[config.mk]
export PLATFORM = sky130hd
export DESIGN_NAME = shift_sequencer
export DESIGN_NICKNAME = d
export VERILOG_FILES = /design/src/rtl/shift_sequencer.sv
export SDC_FILE = /design/constraint.sdc
export NUM_CORES = 1
export LEC_CHECK = 0
export ABC_AREA = 1
export ABC_CLOCK_PERIOD_IN_PS = 3400
export BUFFER_PORTS_ARGS = -buffer_cell sky130_fd_sc_hd__buf_2
export CORE_ASPECT_RATIO = 0.6
export CORE_MARGIN = 2
export CORE_UTILIZATION = 51
export CTS_BUF_LIST = sky130_fd_sc_hd__clkbuf_4
export DETAILED_ROUTE_END_ITERATION = 10
export PLACE_DENSITY = 0.8
export SLEW_MARGIN = 20
export SYNTH_ARGS = -nofsm -noshare
export SYNTH_HDL_FRONTEND = slang
export SYNTH_SLANG_ARGS = --single-unit
[constraint.sdc]
create_clock -name clk -period 3.4 [get_ports clk]
set_input_delay 0.34 -clock clk [delete_from_list [all_inputs] [get_ports clk]]
set_output_delay 0.34 -clock clk [all_outputs]
set_load 0.05 [all_outputs]
[src/rtl/shift_sequencer.sv]
// Iterative shift unit for SLL/SRL/SRA: one bit position per clock, shamt clocks per operation.
// Busy stalls the front of the pipeline; result is valid while done pulses.
//
// state | meaning
// IDLE  | waiting for start
// SHIFT | stepping data one position per clock, count holds steps left
// DONE  | result valid, done high for this cycle; a new start may be taken
module shift_sequencer #(
  parameter int XLEN    = 32,
  parameter int SHAMT_W = 5
) (
  input  logic               clk,
  input  logic               rst,
  input  logic               start,
  input  logic [1:0]         op,
  input  logic [XLEN-1:0]    operand,
  input  logic [SHAMT_W-1:0] shamt,
  input  logic               flush,
  output logic               busy,
  output logic               done,
  output logic [XLEN-1:0]    result
);

  typedef enum logic [1:0] {IDLE, SHIFT, DONE} state_t;

  localparam logic [1:0] OP_SLL = 2'b00;
  localparam logic [1:0] OP_SRL = 2'b01;
  localparam logic [1:0] OP_SRA = 2'b10;
  localparam logic [1:0] OP_RSV = 2'b11;

  state_t             state;
  logic [SHAMT_W-1:0] count;
  logic [XLEN-1:0]    data;
  logic [1:0]         op_q;

  assign result = data;

  // busy and done are registered alongside the state so they track it exactly.
  always_ff @(posedge clk or negedge rst) begin
    if (!rst) begin
      state <= IDLE;
      count <= '0;
      data  <= '0;
      op_q  <= OP_SLL;
      busy  <= 1'b0;
      done  <= 1'b0;
    end else begin
      busy <= 1'b0;
      done <= 1'b0;
      if (flush) begin
        state <= IDLE;
      end else begin
        case (state)
          IDLE, DONE: begin
            if (start) begin
              data  <= operand;
              op_q  <= op;
              count <= shamt;
              if (shamt != '0 && op != OP_RSV) begin
                state <= SHIFT;
                busy  <= 1'b1;
              end else begin
                state <= DONE;
                done  <= 1'b1;
              end
            end else begin
              state <= IDLE;
            end
          end
          SHIFT: begin
            case (op_q)
              OP_SLL:  data <= {data[XLEN-2:0], 1'b0};
              OP_SRL:  data <= {1'b0, data[XLEN-1:1]};
              OP_SRA:  data <= {data[XLEN-1], data[XLEN-1:1]};
              default: data <= data;
            endcase
            count <= count - SHAMT_W'(1);
            if (count == SHAMT_W'(1)) begin
              state <= DONE;
              done  <= 1'b1;
            end else begin
              busy  <= 1'b1;
            end
          end
          default: state <= IDLE;
        endcase
      end
    end
  end

endmodule

Yosys cells after proc, flatten, opt, wreduce, memory -nomap -nowiden
Index checks and enable logic that the tools add are counted.
{"block": "op_classes", "addsub": 1, "eq_ne": 11, "mux": 20, "bitwise": 1, "n_reduce_logical": 10}
{"op": "32-bit case mux with 3 select lines", "n": 1}
{"op": "32-bit case mux with 2 select lines", "n": 1}
{"op": "32-bit 2-to-1 mux", "n": 1}
{"op": "5-bit case mux with 2 select lines", "n": 1}
{"op": "1-bit 2-to-1 mux", "n": 8}
{"op": "2-bit 2-to-1 mux", "n": 4}
{"op": "2-bit != test (second input constant)", "n": 3}
{"op": "3-bit AND reduction", "n": 2}
{"op": "5-bit by 1-bit equality test with 1-bit output (second input constant)", "n": 1}
{"op": "5-bit 2-to-1 mux", "n": 1}
{"op": "5-bit AND reduction", "n": 1}
{"op": "5-bit nonzero test", "n": 1}
{"op": "5-bit by 1-bit subtractor with 5-bit output (second input constant)", "n": 1}
{"op": "2-bit by 1-bit equality test with 1-bit output (second input constant)", "n": 2}
{"op": "2-bit equality test (second input constant)", "n": 2}
{"op": "2-bit zero test", "n": 2}
{"op": "4-bit by 1-bit != test with 1-bit output (second input constant)", "n": 1}
{"op": "1-bit case mux with 2 select lines", "n": 2}
{"op": "2-bit case mux with 2 select lines", "n": 1}
{"op": "4-bit AND reduction", "n": 1}
{"op": "3-bit by 1-bit != test with 1-bit output (second input constant)", "n": 1}
{"op": "3-bit != test (second input constant)", "n": 1}
{"op": "2-bit nonzero test", "n": 1}
{"op": "2-bit OR reduction", "n": 1}
{"op": "2 further kinds", "n": 2}
{"block": "word_totals", "ff_bits": 43, "inputBits": 43, "output_inout_bits": 34, "word_cells": 50}

Longest topological paths before layout
{"block": "logic_depth", "ltp_word": 6, "mapped_depth": 10}

Least setup slack after synthesis
OpenSTA, ideal clock, no wires.
{"block": "synth_timing", "kind": "reg-to-reg", "from": "register op_q[0]", "to": "register data[12], in the netlist result[12]", "arrival_ps": 1317, "setup_slack_ps": 1965, "path_stages_with_launch": 10, "n_path_buf": 1, "cell_sequence": "dfrtp_1 inv_1 ha_1 nor2_1 clkbuf_1 nor2_1 nor2_1 nor2_1 nand2_1 nand2_1"}
{"block": "synth_via", "elab_chain_cells": 3, "word_cells_on_any_way": 7, "cone_classes": "eq/ne: 3; mux: 2; reduce/logical: 2"}
{"item": "start, declared", "line_no": "34", "source": "logic [1:0] op_q;"}
{"item": "start signal, assigned", "line_no": "57", "source": "op_q <= op;"}
{"item": "2-bit equality test, or another cell as far along", "line_no": "71", "source": "case (op_q)"}
{"item": "32-bit case mux with 3 select lines or 4-bit by 1-bit != test with 1-bit output (tied branches)"}
{"item": "32-bit case mux with 2 select lines or 4-bit AND reduction (tied branches)"}
{"item": "end signal, assigned", "line_no": "56", "source": "data <= operand;"}
{"item": "end signal, assigned", "line_no": "72", "source": "OP_SLL: data <= {data[XLEN-2:0], 1'b0};"}
{"item": "end signal, assigned", "line_no": "73", "source": "OP_SRL: data <= {1'b0, data[XLEN-1:1]};"}
{"item": "end, declared", "line_no": "33", "source": "logic [XLEN-1:0] data;"}
Several ways; a longest one is shown, not always the timed one.
A chain may end at the register's enable or synchronous reset.

Worst setup path in the final report
{"block": "layout_timing", "from": "register op_q[0]", "to": "register data[30], in the netlist result[30]"}
The elaborated chain is that of the path after synthesis.

==> impl_metrics.json <==
{
  "vias": 2974,
  "syn-num-nets": 518,
  "layout.cells.non_filler": 602,
  "fp.coreArea_sq_mm": 0.00520,
  "crit_required_ps": 3680,
  "grt_usage_pct": 24.2,
  "finalCriticalPeriod_ps": 2270,
  "clockRootBuffer": "sky130_fd_sc_hd__clkbuf_4",
  "postRouteWirelength_um": 7090,
  "synth_adder_area_share_pct": 2.22,
  "synth.most_common_cell": "sky130_fd_sc_hd__nand2_1",
  "clock_sink_count": 43,
  "fin_worst_skew_ps": 19.0,
  "final_min_period_over_clock_period_pct": 66.7,
  "p_leak_nw": 1.85,
  "worst_hold_slack_ps": -47.5,
  "ctsResizeCount": 0,
  "endpoint_kind": "register",
  "violations": "negative hold slack",
  "hold_path.class": "input pin to asynchronous set/reset pin",
  "outcome": "finished with violations",
  "cap_viol_max_count": 0,
  "dp_hpwl_um": 4900,
  "initialDrtViolationCount": 184,
  "clock_path_buffers": 2,
  "crit_path_start_kind": "register",
  "syn-mean-instance-area_sq_um": 6.00,
  "antenna_cells_inserted": 0,
  "die_h_um": 61.6,
  "clk_transition_reported_paths_ps": 140,
  "final_antenna_net_count": 0,
  "tightestPinTransition_ps": 920,
  "drt_first_pass_iters": 5,
  "final.fill_count": 521,
  "first_pass_grt_wire_length_um": 11800,
  "synthesis.area_sq_mm": 0.00282,
  "synth.top_cells.by_area": "sky130_fd_sc_hd__dfrtp_1 38%, sky130_fd_sc_hd__nand2_1 29%, sky130_fd_sc_hd__nor2_1 19%",
  "path_class": "register to register",
  "grt_antenna_before_repair": 0,
  "die_area_sq_mm": 0.00616,
  "fmaxAchievable_mhz": 441,
  "post_synth_inst_count": 470,
  "power_per_cell_area_mw_per_mm2": 750,
  "routed_via_density": 4.94,
  "grt_pass1_vias": 2507,
  "worst-path-max-fanout": 32,
  "layout_net_count": 584,
  "synth_xor_area_share_pct": 0,
  "clock_insertion_delay_worst_skew_ps": 350,
  "synth-warning-count": 0,
  "tns_ps": 0,
  "postSynthRegisterBits": 43,
  "synth_top_cells_by_count": "218 x sky130_fd_sc_hd__nand2_1, 139 x sky130_fd_sc_hd__nor2_1, 43 x sky130_fd_sc_hd__dfrtp_1, 17 x sky130_fd_sc_hd__buf_2, 14 x sky130_fd_sc_hd__inv_1",
  "synth_enable_flop_cells": 0,
  "numPortBuffers": 76,
  "number_of_placed_cells_counting_well_taps": 595,
  "finish.instance_area_sq_mm": 0.00329,
  "synth_area_in_compound_gates_pct": 2.53,
  "setup_viol_count_final": 0,
  "cts_inserted_buffers": 5,
  "ctsHtreeMaxLevel": 2,
  "yosys.area_share.simple_pct": 50.9,
  "async_flop_share_pct": 100,
  "postCtsSetupBuffers": 0,
  "cts_tree": "yes",
  "timing.slew.headroom_pct": 38.6,
  "timing.final.hold_violations": 36,
  "synth-main-ff-cell": "sky130_fd_sc_hd__dfrtp_1",
  "wire_per_inst_um": 11.8,
  "rsz0062_at_grt": "false",
  "io_pins": 77,
  "critPathArrivalTime_ps": 2550,
  "synth.lib_cells_used.distinct": 20,
  "post-route-drc-count": 0,
  "seq_total_area_yosys_pct": 38.2,
  "synth_largest_area_cell": "sky130_fd_sc_hd__dfrtp_1",
  "final_wtd_congestion": 0.907,
  "share_of_layout_cells_above_drive_strength_1_pct": 17.9,
  "placementRows": 20,
  "grt_start_max_net_pins": 44,
  "post-synth-top-area-fraction_pct": 38.2,
  "worst_ir_drop_vdd_mv": 0.435,
  "cts_hold_repair.buffers": 0,
  "muxShareOfSynthArea_pct": 0,
  "area_growth_pct": 16.6,
  "starting_density_pct": 54.2,
  "slew_violations": 0,
  "dieWidth_um": 100,
  "grt_residual_overflow": 0,
  "synth_top_family_by_area": "simple AND/OR/NAND/NOR gates",
  "instance_area_at_placement_sq_mm": 0.00321,
  "layout.core_utilization_pct": 63.2
}
## path summary, 6_finish.rpt
check	start	to	slack [ps]	cells after the start
min in group clk	op[0]	op_q[0]$_DFFE_PN0P_	270	3
min	rst	result[9]$_DFFE_PN0P_	-50	1
max	op_q[0]$_DFFE_PN0P_	result[30]$_DFFE_PN0P_	1130	10
max in group asynchronous	rst	result[28]$_DFFE_PN0P_	3040	1
max reg2reg	op_q[0]$_DFFE_PN0P_	result[30]$_DFFE_PN0P_	1130	10
min reg2reg	count[4]$_DFFE_PN0P_	count[4]$_DFFE_PN0P_	540	2
## cells in the final DEF, fill, tap and decap left out
cell and n:
sky130_fd_sc_hd__nand3_2 1, sky130_fd_sc_hd__o211ai_1 1, sky130_fd_sc_hd__buf_4 7, sky130_fd_sc_hd__dfrtp_1 43, sky130_fd_sc_hd__inv_2 1, sky130_fd_sc_hd__nor2_2 2
sky130_fd_sc_hd__o21ai_1 2, sky130_fd_sc_hd__nand3_1 7, sky130_fd_sc_hd__o21ai_0 7, sky130_fd_sc_hd__nor2_1 138, sky130_fd_sc_hd__nand2_1 218, sky130_fd_sc_hd__clkbuf_4 6
sky130_fd_sc_hd__nand3b_1 2, sky130_fd_sc_hd__inv_1 14, sky130_fd_sc_hd__buf_2 75, sky130_fd_sc_hd__a21oi_1 2, sky130_fd_sc_hd__ha_1 5, sky130_fd_sc_hd__o21ai_2 1
sky130_fd_sc_hd__nand4_1 1, sky130_fd_sc_hd__bufinv_16 1, sky130_fd_sc_hd__nor2_4 2
## registers in the layout, summed over array words and instances (netlist names)
name    flops
done        1
op_q        2
busy        1
result     32
state       2
count       5
## cells by family (layout without fill, tap and decap cells)
kind of cell | after synthesis | after routing
simple gates | 371 | 371
compound gates | 13 | 13
fa+ha+maj | 5 | 5
buf+inv | 38 | 104
flops | 43 | 43
## power by group
group	internal [W]	switching, W	total (W)
registers	0.000660	0.000171	0.000832
clock network	0.000160	0.000168	0.000328
logic	0.000334	0.000973	0.00131
total	0.00115	0.00131	0.00247
## metrics by stage
stage               power (W)  setup slack [ps]  hold WS, ps
finish                0.00247              1130        -47.5
global route          0.00264               910        0.631
CTS                   0.00247              1140          157
detailed placement    0.00214              1210          507
global placement      0.00212              1330          500
floorplan             0.00183              1970         44.4
## worst max-delay path, cell delays in order (launching register included)
cell,delay (ps)
sky130_fd_sc_hd__dfrtp_1,400
sky130_fd_sc_hd__inv_1,100
sky130_fd_sc_hd__ha_1,240
sky130_fd_sc_hd__buf_4,230
sky130_fd_sc_hd__inv_1,700
sky130_fd_sc_hd__nand2_1,150
sky130_fd_sc_hd__nand2_1,130
sky130_fd_sc_hd__nor2_1,40
sky130_fd_sc_hd__nor2_1,80
sky130_fd_sc_hd__nand2_1,50
sky130_fd_sc_hd__nand2_1,60
## per-layer routing
| layer | vias to the layer above | GRT usage [%] | share of wire [%] |
|---|---|---|---|
| li1 | 1544 | - | - |
| met1 | 1332 | 36.5 | 52 |
| met2 | 94 | 36.9 | 41 |
| met3 | 4 | 4.20 | 6.8 |
| met4 | 0 | 5.48 | 0.41 |
| met5 | - | 0 | 0 |
## cell type report
class                   count  area [sq um]  area share [%]
clock buffers               6          45.0            1.37
clock inverters             1          30.0           0.913
inverters                  15          56.3            1.71
multi-input cells         389          1570            47.8
flip-flops and latches     43          1080            32.7
well taps                  66          82.6            2.51
repair buffers             82           428            13.0
(Power assumes the default switching activity.)
